==> config.mk <==
export PLATFORM = sky130hd
export DESIGN_NAME = divider_array_inverse_check_seq_flat
export DESIGN_NICKNAME = d
export VERILOG_FILES = /design/src/rtl/divider_inv_pkg.sv /design/src/rtl/divider_array_inverse_check_seq_if.sv /design/src/rtl/divider_inv_absdiff.sv /design/src/rtl/divider_array_inverse_check_seq.sv /design/src/flat_wrapper.sv
export SDC_FILE = /design/constraint.sdc
export NUM_CORES = 1
export LEC_CHECK = 0
export ABC_AREA = 1
export CAP_MARGIN = 20
export CELL_PAD_IN_SITES_DETAIL_PLACEMENT = 0
export CELL_PAD_IN_SITES_GLOBAL_PLACEMENT = 2
export CORE_UTILIZATION = 34
export DETAILED_ROUTE_END_ITERATION = 8
export PLACE_DENSITY = 0.87
export SETUP_SLACK_MARGIN = 0.1
export SLEW_MARGIN = 30
export SYNTH_ARGS = -nofsm -noshare
export SYNTH_HDL_FRONTEND = slang
export SYNTH_SLANG_ARGS = --single-unit
==> constraint.sdc <==
create_clock -name clk -period 6.3 [get_ports clk]
set_input_delay 1.575 -clock clk [delete_from_list [all_inputs] [get_ports clk]]
set_output_delay 1.575 -clock clk [all_outputs]
set_load 0.1 [all_outputs]
==> src/rtl/divider_inv_pkg.sv <==
// divider_inv_pkg: shared widths and FSM state type for the divider inverse checker
package divider_inv_pkg;
  localparam int W = 8;
  localparam int NW = 2 * W;
  localparam int IW = $clog2(W);
  localparam int AW = 32;
  typedef enum logic [1:0] {IDLE, MUL, DONE} state_t;
endpackage

==> src/rtl/divider_array_inverse_check_seq_if.sv <==
// divider_array_inverse_check_seq_if: operand/result handshake bundle of the inverse checker
interface divider_array_inverse_check_seq_if;
  import divider_inv_pkg::*;
  logic in_valid;
  logic in_ready;
  logic [W-1:0] q;
  logic [W-1:0] d;
  logic [W-1:0] r;
  logic [NW-1:0] n_ref;
  logic out_valid;
  logic out_ready;
  logic [NW-1:0] n_hat;
  logic [NW-1:0] abs_err;
  logic mismatch;
  modport master(output in_valid, q, d, r, n_ref, out_ready, input in_ready, out_valid, n_hat, abs_err, mismatch);
  modport slave(input in_valid, q, d, r, n_ref, out_ready, output in_ready, out_valid, n_hat, abs_err, mismatch);
endinterface

==> src/rtl/divider_inv_absdiff.sv <==
// divider_inv_absdiff: combinational unsigned |a-b| over NW bits
module divider_inv_absdiff
  import divider_inv_pkg::*;
(
  input  logic [NW-1:0] a_i,
  input  logic [NW-1:0] b_i,
  output logic [NW-1:0] y_o
);
  assign y_o = (a_i >= b_i) ? a_i - b_i : b_i - a_i;
endmodule

==> src/rtl/divider_array_inverse_check_seq.sv <==
// divider_array_inverse_check_seq: rebuilds n_hat=q*d+r by shift-add and reports |n_ref-n_hat|; DIV_INV_ERR_ACCUM_EN adds error statistics
module divider_array_inverse_check_seq
  import divider_inv_pkg::*;
(
  input  logic clk,
  input  logic rst,
  divider_array_inverse_check_seq_if.slave bus
`ifdef DIV_INV_ERR_ACCUM_EN
  ,
  input  logic err_clr,
  output logic [AW-1:0] err_sum,
  output logic [NW-1:0] err_max,
  output logic [AW-1:0] sample_cnt
`endif
);
  state_t state_q;
  logic [IW-1:0] i_q;
  logic [W-1:0] q_q;
  logic [NW-1:0] acc_q, acc_d, mcand_q, nref_q, n_hat_q, abs_err_q, diff;
  logic mismatch_q, out_valid_q, in_ready_q;
  assign acc_d = q_q[i_q] ? acc_q + (mcand_q << i_q) : acc_q;
  divider_inv_absdiff u_diff (.a_i(nref_q), .b_i(acc_q), .y_o(diff));
  always_ff @(posedge clk or posedge rst) begin
    if (rst) begin
      state_q <= IDLE;
      i_q <= '0;
      q_q <= '0;
      acc_q <= '0;
      mcand_q <= '0;
      nref_q <= '0;
      n_hat_q <= '0;
      abs_err_q <= '0;
      mismatch_q <= 1'b0;
      out_valid_q <= 1'b0;
      in_ready_q <= 1'b0;
    end else begin
      case (state_q)
        IDLE: begin
          if (bus.in_valid && in_ready_q) begin
            q_q <= bus.q;
            acc_q <= NW'(bus.r);
            mcand_q <= NW'(bus.d);
            nref_q <= bus.n_ref;
            i_q <= '0;
            in_ready_q <= 1'b0;
            state_q <= MUL;
          end else begin
            in_ready_q <= 1'b1;
          end
        end
        MUL: begin
          acc_q <= acc_d;
          i_q <= i_q + 1'b1;
          if (i_q == IW'(W - 1)) state_q <= DONE;
        end
        DONE: begin
          // first DONE cycle captures the final sum; later cycles hold it until accepted
          if (!out_valid_q) begin
            n_hat_q <= acc_q;
            abs_err_q <= diff;
            mismatch_q <= |diff;
            out_valid_q <= 1'b1;
          end else if (bus.out_ready) begin
            out_valid_q <= 1'b0;
            in_ready_q <= 1'b1;
            state_q <= IDLE;
          end
        end
        default: state_q <= IDLE;
      endcase
    end
  end
  assign bus.in_ready = in_ready_q;
  assign bus.out_valid = out_valid_q;
  assign bus.n_hat = n_hat_q;
  assign bus.abs_err = abs_err_q;
  assign bus.mismatch = mismatch_q;
`ifdef DIV_INV_ERR_ACCUM_EN
  logic [AW-1:0] sum_q, cnt_q;
  logic [NW-1:0] max_q;
  logic [AW:0] sum_d;
  assign sum_d = {1'b0, sum_q} + (AW + 1)'(abs_err_q);
  always_ff @(posedge clk or posedge rst) begin
    if (rst || err_clr) begin
      sum_q <= '0;
      max_q <= '0;
      cnt_q <= '0;
    end else if (out_valid_q && bus.out_ready) begin
      sum_q <= sum_d[AW] ? '1 : sum_d[AW-1:0];
      max_q <= (abs_err_q > max_q) ? abs_err_q : max_q;
      cnt_q <= &cnt_q ? cnt_q : cnt_q + 1'b1;
    end
  end
  assign err_sum = sum_q;
  assign err_max = max_q;
  assign sample_cnt = cnt_q;
`endif
endmodule

==> src/flat_wrapper.sv <==
// flat-port wrapper written by rule: the top's interface ports become plain ports
module divider_array_inverse_check_seq_flat import divider_inv_pkg::*;
  (clk, rst, bus_in_valid, bus_q, bus_d, bus_r, bus_n_ref, bus_out_ready, bus_in_ready, bus_out_valid, bus_n_hat, bus_abs_err, bus_mismatch);
  divider_array_inverse_check_seq_if bus_i ();
  input  logic clk;
  input  logic rst;
  input wire logic [$bits(bus_i.in_valid)-1:0] bus_in_valid;
  input wire logic [$bits(bus_i.q)-1:0] bus_q;
  input wire logic [$bits(bus_i.d)-1:0] bus_d;
  input wire logic [$bits(bus_i.r)-1:0] bus_r;
  input wire logic [$bits(bus_i.n_ref)-1:0] bus_n_ref;
  input wire logic [$bits(bus_i.out_ready)-1:0] bus_out_ready;
  output wire logic [$bits(bus_i.in_ready)-1:0] bus_in_ready;
  output wire logic [$bits(bus_i.out_valid)-1:0] bus_out_valid;
  output wire logic [$bits(bus_i.n_hat)-1:0] bus_n_hat;
  output wire logic [$bits(bus_i.abs_err)-1:0] bus_abs_err;
  output wire logic [$bits(bus_i.mismatch)-1:0] bus_mismatch;
  assign bus_i.in_valid = bus_in_valid;
  assign bus_i.q = bus_q;
  assign bus_i.d = bus_d;
  assign bus_i.r = bus_r;
  assign bus_i.n_ref = bus_n_ref;
  assign bus_i.out_ready = bus_out_ready;
  assign bus_in_ready = bus_i.in_ready;
  assign bus_out_valid = bus_i.out_valid;
  assign bus_n_hat = bus_i.n_hat;
  assign bus_abs_err = bus_i.abs_err;
  assign bus_mismatch = bus_i.mismatch;
  divider_array_inverse_check_seq u_core (.clk(clk), .rst(rst), .bus(bus_i));
endmodule
==> impl_summary.md <==
Yosys
For this run, the number of Yosys warnings is 0. For this run, the leading register cell type out of synthesis is dfrtp_1. The cell count after synthesis came out at 962. The dominant cell type by area after synthesis is dfrtp_1. The cell area after synthesis is 6600 um^2. Synthesis instantiated 43 different standard cells from the library. The count of flip-flops with a built-in enable after synthesis is 0. The commonest cells after synthesis are nand2_1, inv_1, dfrtp_1. By area the synthesized netlist is led by dfrtp_1, nand2_1, ha_1. The area share of the leading cell type in the synthesized netlist is 33.4%. By instance count, the leading cell after synthesis is nand2_1. The mean instance size in the synthesized netlist is 6.86 um^2. Of all flip-flops after synthesis, the portion carrying an async set or reset was 100%. Synthesis inferred 88 register bits. Synthesis produced a netlist with a net count of 1057.

The share of synthesized area occupied by flip-flops and latches is 33.4%.

Timing
The max-slew headroom at the worst pin is 33.5%. Setup repair after global routing left no endpoint under its margin. The final clock skew is 0.0133 ns. The achievable frequency is 0.260 GHz. The worst path needs 3.84 ns of the cycle, external delays included. The number of max-slew violations in the final report came to 0. The summed negative setup slack over all endpoints is 0 ns.

The share of the cycle needed by the critical path after routing is 60.9%. The number of endpoints failing setup at the final stage is 0. The number of endpoints with negative hold slack in the final report was 0. Hold timing on the final database bottoms out at a slack of 0.475 ns.

The measured slew at the worst slew-check pin is 0.995 ns.

Clock tree
The clock net in this run drives a total of 88 sinks. The H-tree depth is 3. The number of buffers added by the clock tree synthesis step is 9.

The clock passes through at most 2 buffers. The insertion delay of the later-clocked pin in the worst-skew pair is 0.36 ns. The post-CTS setup-driven buffer insertion count is 0.

Hold repair after CTS inserted 0 buffers. TritonCTS built the clock tree. The post-cts resize count is 0. Clock-pin slew was measured on the worst setup and hold paths at 0.07 ns. The cell at the root of the clock tree is clkbuf_16.

Placement
In this run the tool buffered the top-level ports with 78 buffer cells. The HPWL reported at the end of detailed placement is 14400 um. The congestion estimate from routability-driven global placement came to 0.850.

Route
The first TritonRoute pass finished after 5 iterations. The final wirelength is 18000 um. Detailed routing inserted a total of 5958 vias.

In the routed layout, each cell is associated on average with a via count of 4.62. The detailed router's first-iteration violation count is 261. The count of nets left with antenna violations once routing finished came out at 0. For this run, design rule violations remaining after detail routing come to 0. The average wire per standard cell is 13.9 um.

Critical path
STA classifies the critical path endpoint as a flop. The reg2reg setup slack is 2.90 ns. The arrival time of the worst setup path is 4.10 ns. The critical path is of the input pin to flop type. The launching point of the worst reg2reg path is u_core.i_q[0]. Along the worst path, the maximum fanout reaches 33. The worst register-to-register path ends at u_core.acc_q[10].

STA classifies the critical path startpoint as an input pin. For the worst setup path, the data required time is 6.56 ns. The worst register-to-register path has a depth of 15.

Status
The flow ran to the end, and the final reports show no timing, DRC or antenna violations.

Finish
Cells with a size suffix above 1 make up 6.60% of the layout. Cells fill 41.8% of the core in the end. Relative to the synthesized area, the layout overhead comes to 19.7%. The combined flip-flop and latch cell area is 2200 um^2. The filler cells instantiated in the layout total 2104. The number of antenna diodes in the final layout is 0. The multi-input combinational cell area is 3710 um^2. The number of nets in the finished design is 1120.

Global routing
The number of global-route vias before repair is 5766. Summed over all layers, the global routing overflow is 0. The overall fraction of global-route tracks in use is 19.3%.

The first global-routing pass estimated 29900 um of wire. The number of antenna violations at the first check in global routing came to 0. The pin count of the biggest net entering global routing is 56.

Die
The die extent in y is 141 um. The initial utilization of the core area, before any placement, comes to 34.9%. During I/O placement, the number of pins put on the boundary was 79.

The number of placement rows is 50. The die extent in x is 141 um. The region available for standard cell placement spans 18900 um^2. The area enclosed by the die boundary is 20000 um^2.

Worst hold path
The cell depth of the worst hold path is 2. The path with the worst hold slack has its endpoint at u_core.bus.abs_err[13]. The hold path startpoint is u_core.bus.abs_err[13]. The path type of the worst min-delay path is flop to flop.

Flow run
Across the run, the number of max-cap violations was 0.
## layer usage
layer	global-route usage, %	routed length, um	share of wire, %	up-vias
li1	-	-	-	3142
met1	26.2	8810	49	2711
met2	32.4	8440	47	92
met3	2.70	526	2.9	13
met4	4.75	210	1.2	0
met5	0	0	0	-
## per-stage QoR
step	cell area, um^2	worst slack (ns)	std cells
final	7900	2.46	1290
after global placement	7560	2.11	1274
after floorplan	6600	2.45	962
after detailed placement	7560	1.99	1274
after CTS	7900	2.36	1290
after global routing	7900	2.13	1290
## worst max-delay path by stage
stage | end | cells after the start | startpoint | slack, ns
2_1_floorplan | u_core.acc_q[0] | 1 | rst | 2.45
3_3_place_gp | u_core.acc_q[5] | 6 | bus_in_valid | 2.11
3_5_place_dp | u_core.acc_q[0] | 6 | bus_in_valid | 1.99
4_1_cts | u_core.acc_q[0] | 6 | bus_in_valid | 2.36
5_1_grt | u_core.acc_q[3] | 6 | bus_in_valid | 2.13
6_report | u_core.acc_q[0] | 6 | bus_in_valid | 2.46
## area by class of cell
type	count	share of cell area (%)
Inverter	135	6.57
Clock buffer	9	2.85
Multi-Input combinational cell	709	46.9
Timing Repair Buffer	82	10.3
Tap cell	260	4.12
Sequential cell	88	27.9
Clock inverter	7	1.43
## worst max-delay path, stage by stage
cell	delay (ns)
clkdlybuf4s50_1	0.45
nand3_1	0.59
inv_1	0.86
buf_4	0.42
nand2_1	0.09
o211ai_1	0.10
## layout by cell type, fill, tap and decap left out, types with 3 or more instances in the layout
| master | netlist | layout |
|---|---|---|
| a21oi_1 | 33 | 33 |
| and2_1 | 3 | 3 |
| buf_4 | 2 | 4 |
| clkbuf_16 | 0 | 9 |
| clkdlybuf4s50_1 | 0 | 78 |
| dfrtp_1 | 88 | 88 |
| fa_1 | 3 | 3 |
| ha_1 | 48 | 48 |
| inv_1 | 126 | 125 |
| inv_2 | 6 | 6 |
| mux2i_1 | 4 | 4 |
| nand2_1 | 377 | 377 |
| nand2_2 | 23 | 23 |
| nand3_1 | 38 | 38 |
| nand3_2 | 3 | 3 |
| nand4_1 | 8 | 8 |
| nor2_1 | 44 | 44 |
| nor2_2 | 3 | 3 |
| o21ai_0 | 71 | 71 |
| o221ai_1 | 8 | 8 |
| xnor2_1 | 8 | 8 |
| xor2_1 | 10 | 10 |
## sequential cells by signal, summed over array words and instances (netlist names)
| signal | flops |
|---|---|
| u_core.bus.out_valid | 1 |
| u_core.q_q | 8 |
| u_core.i_q | 3 |
| u_core.bus.abs_err | 16 |
| u_core.bus.in_ready | 1 |
| u_core.nref_q | 16 |
| u_core.mcand_q | 8 |
| u_core.bus.mismatch | 1 |
| u_core.acc_q | 16 |
| u_core.bus.n_hat | 16 |
| u_core.state_q | 2 |
## logic make-up (layout without fill, tap and decap cells)
family,after synthesis,after routing,synth area share [%]
and+or+nand+nor,510,510,32.7
buffers and inverters,165,233,10.5
AOI/OAI and AO/OA,126,126,10.4
DFF,88,88,33.4
adders and majority gates,51,51,10.0
xor gates and xnor gates,18,18,2.39
muxes,4,4,0.606
Power is not shown: default switching activity piles up to over one toggle a cycle in this logic, so the estimate is an artifact.
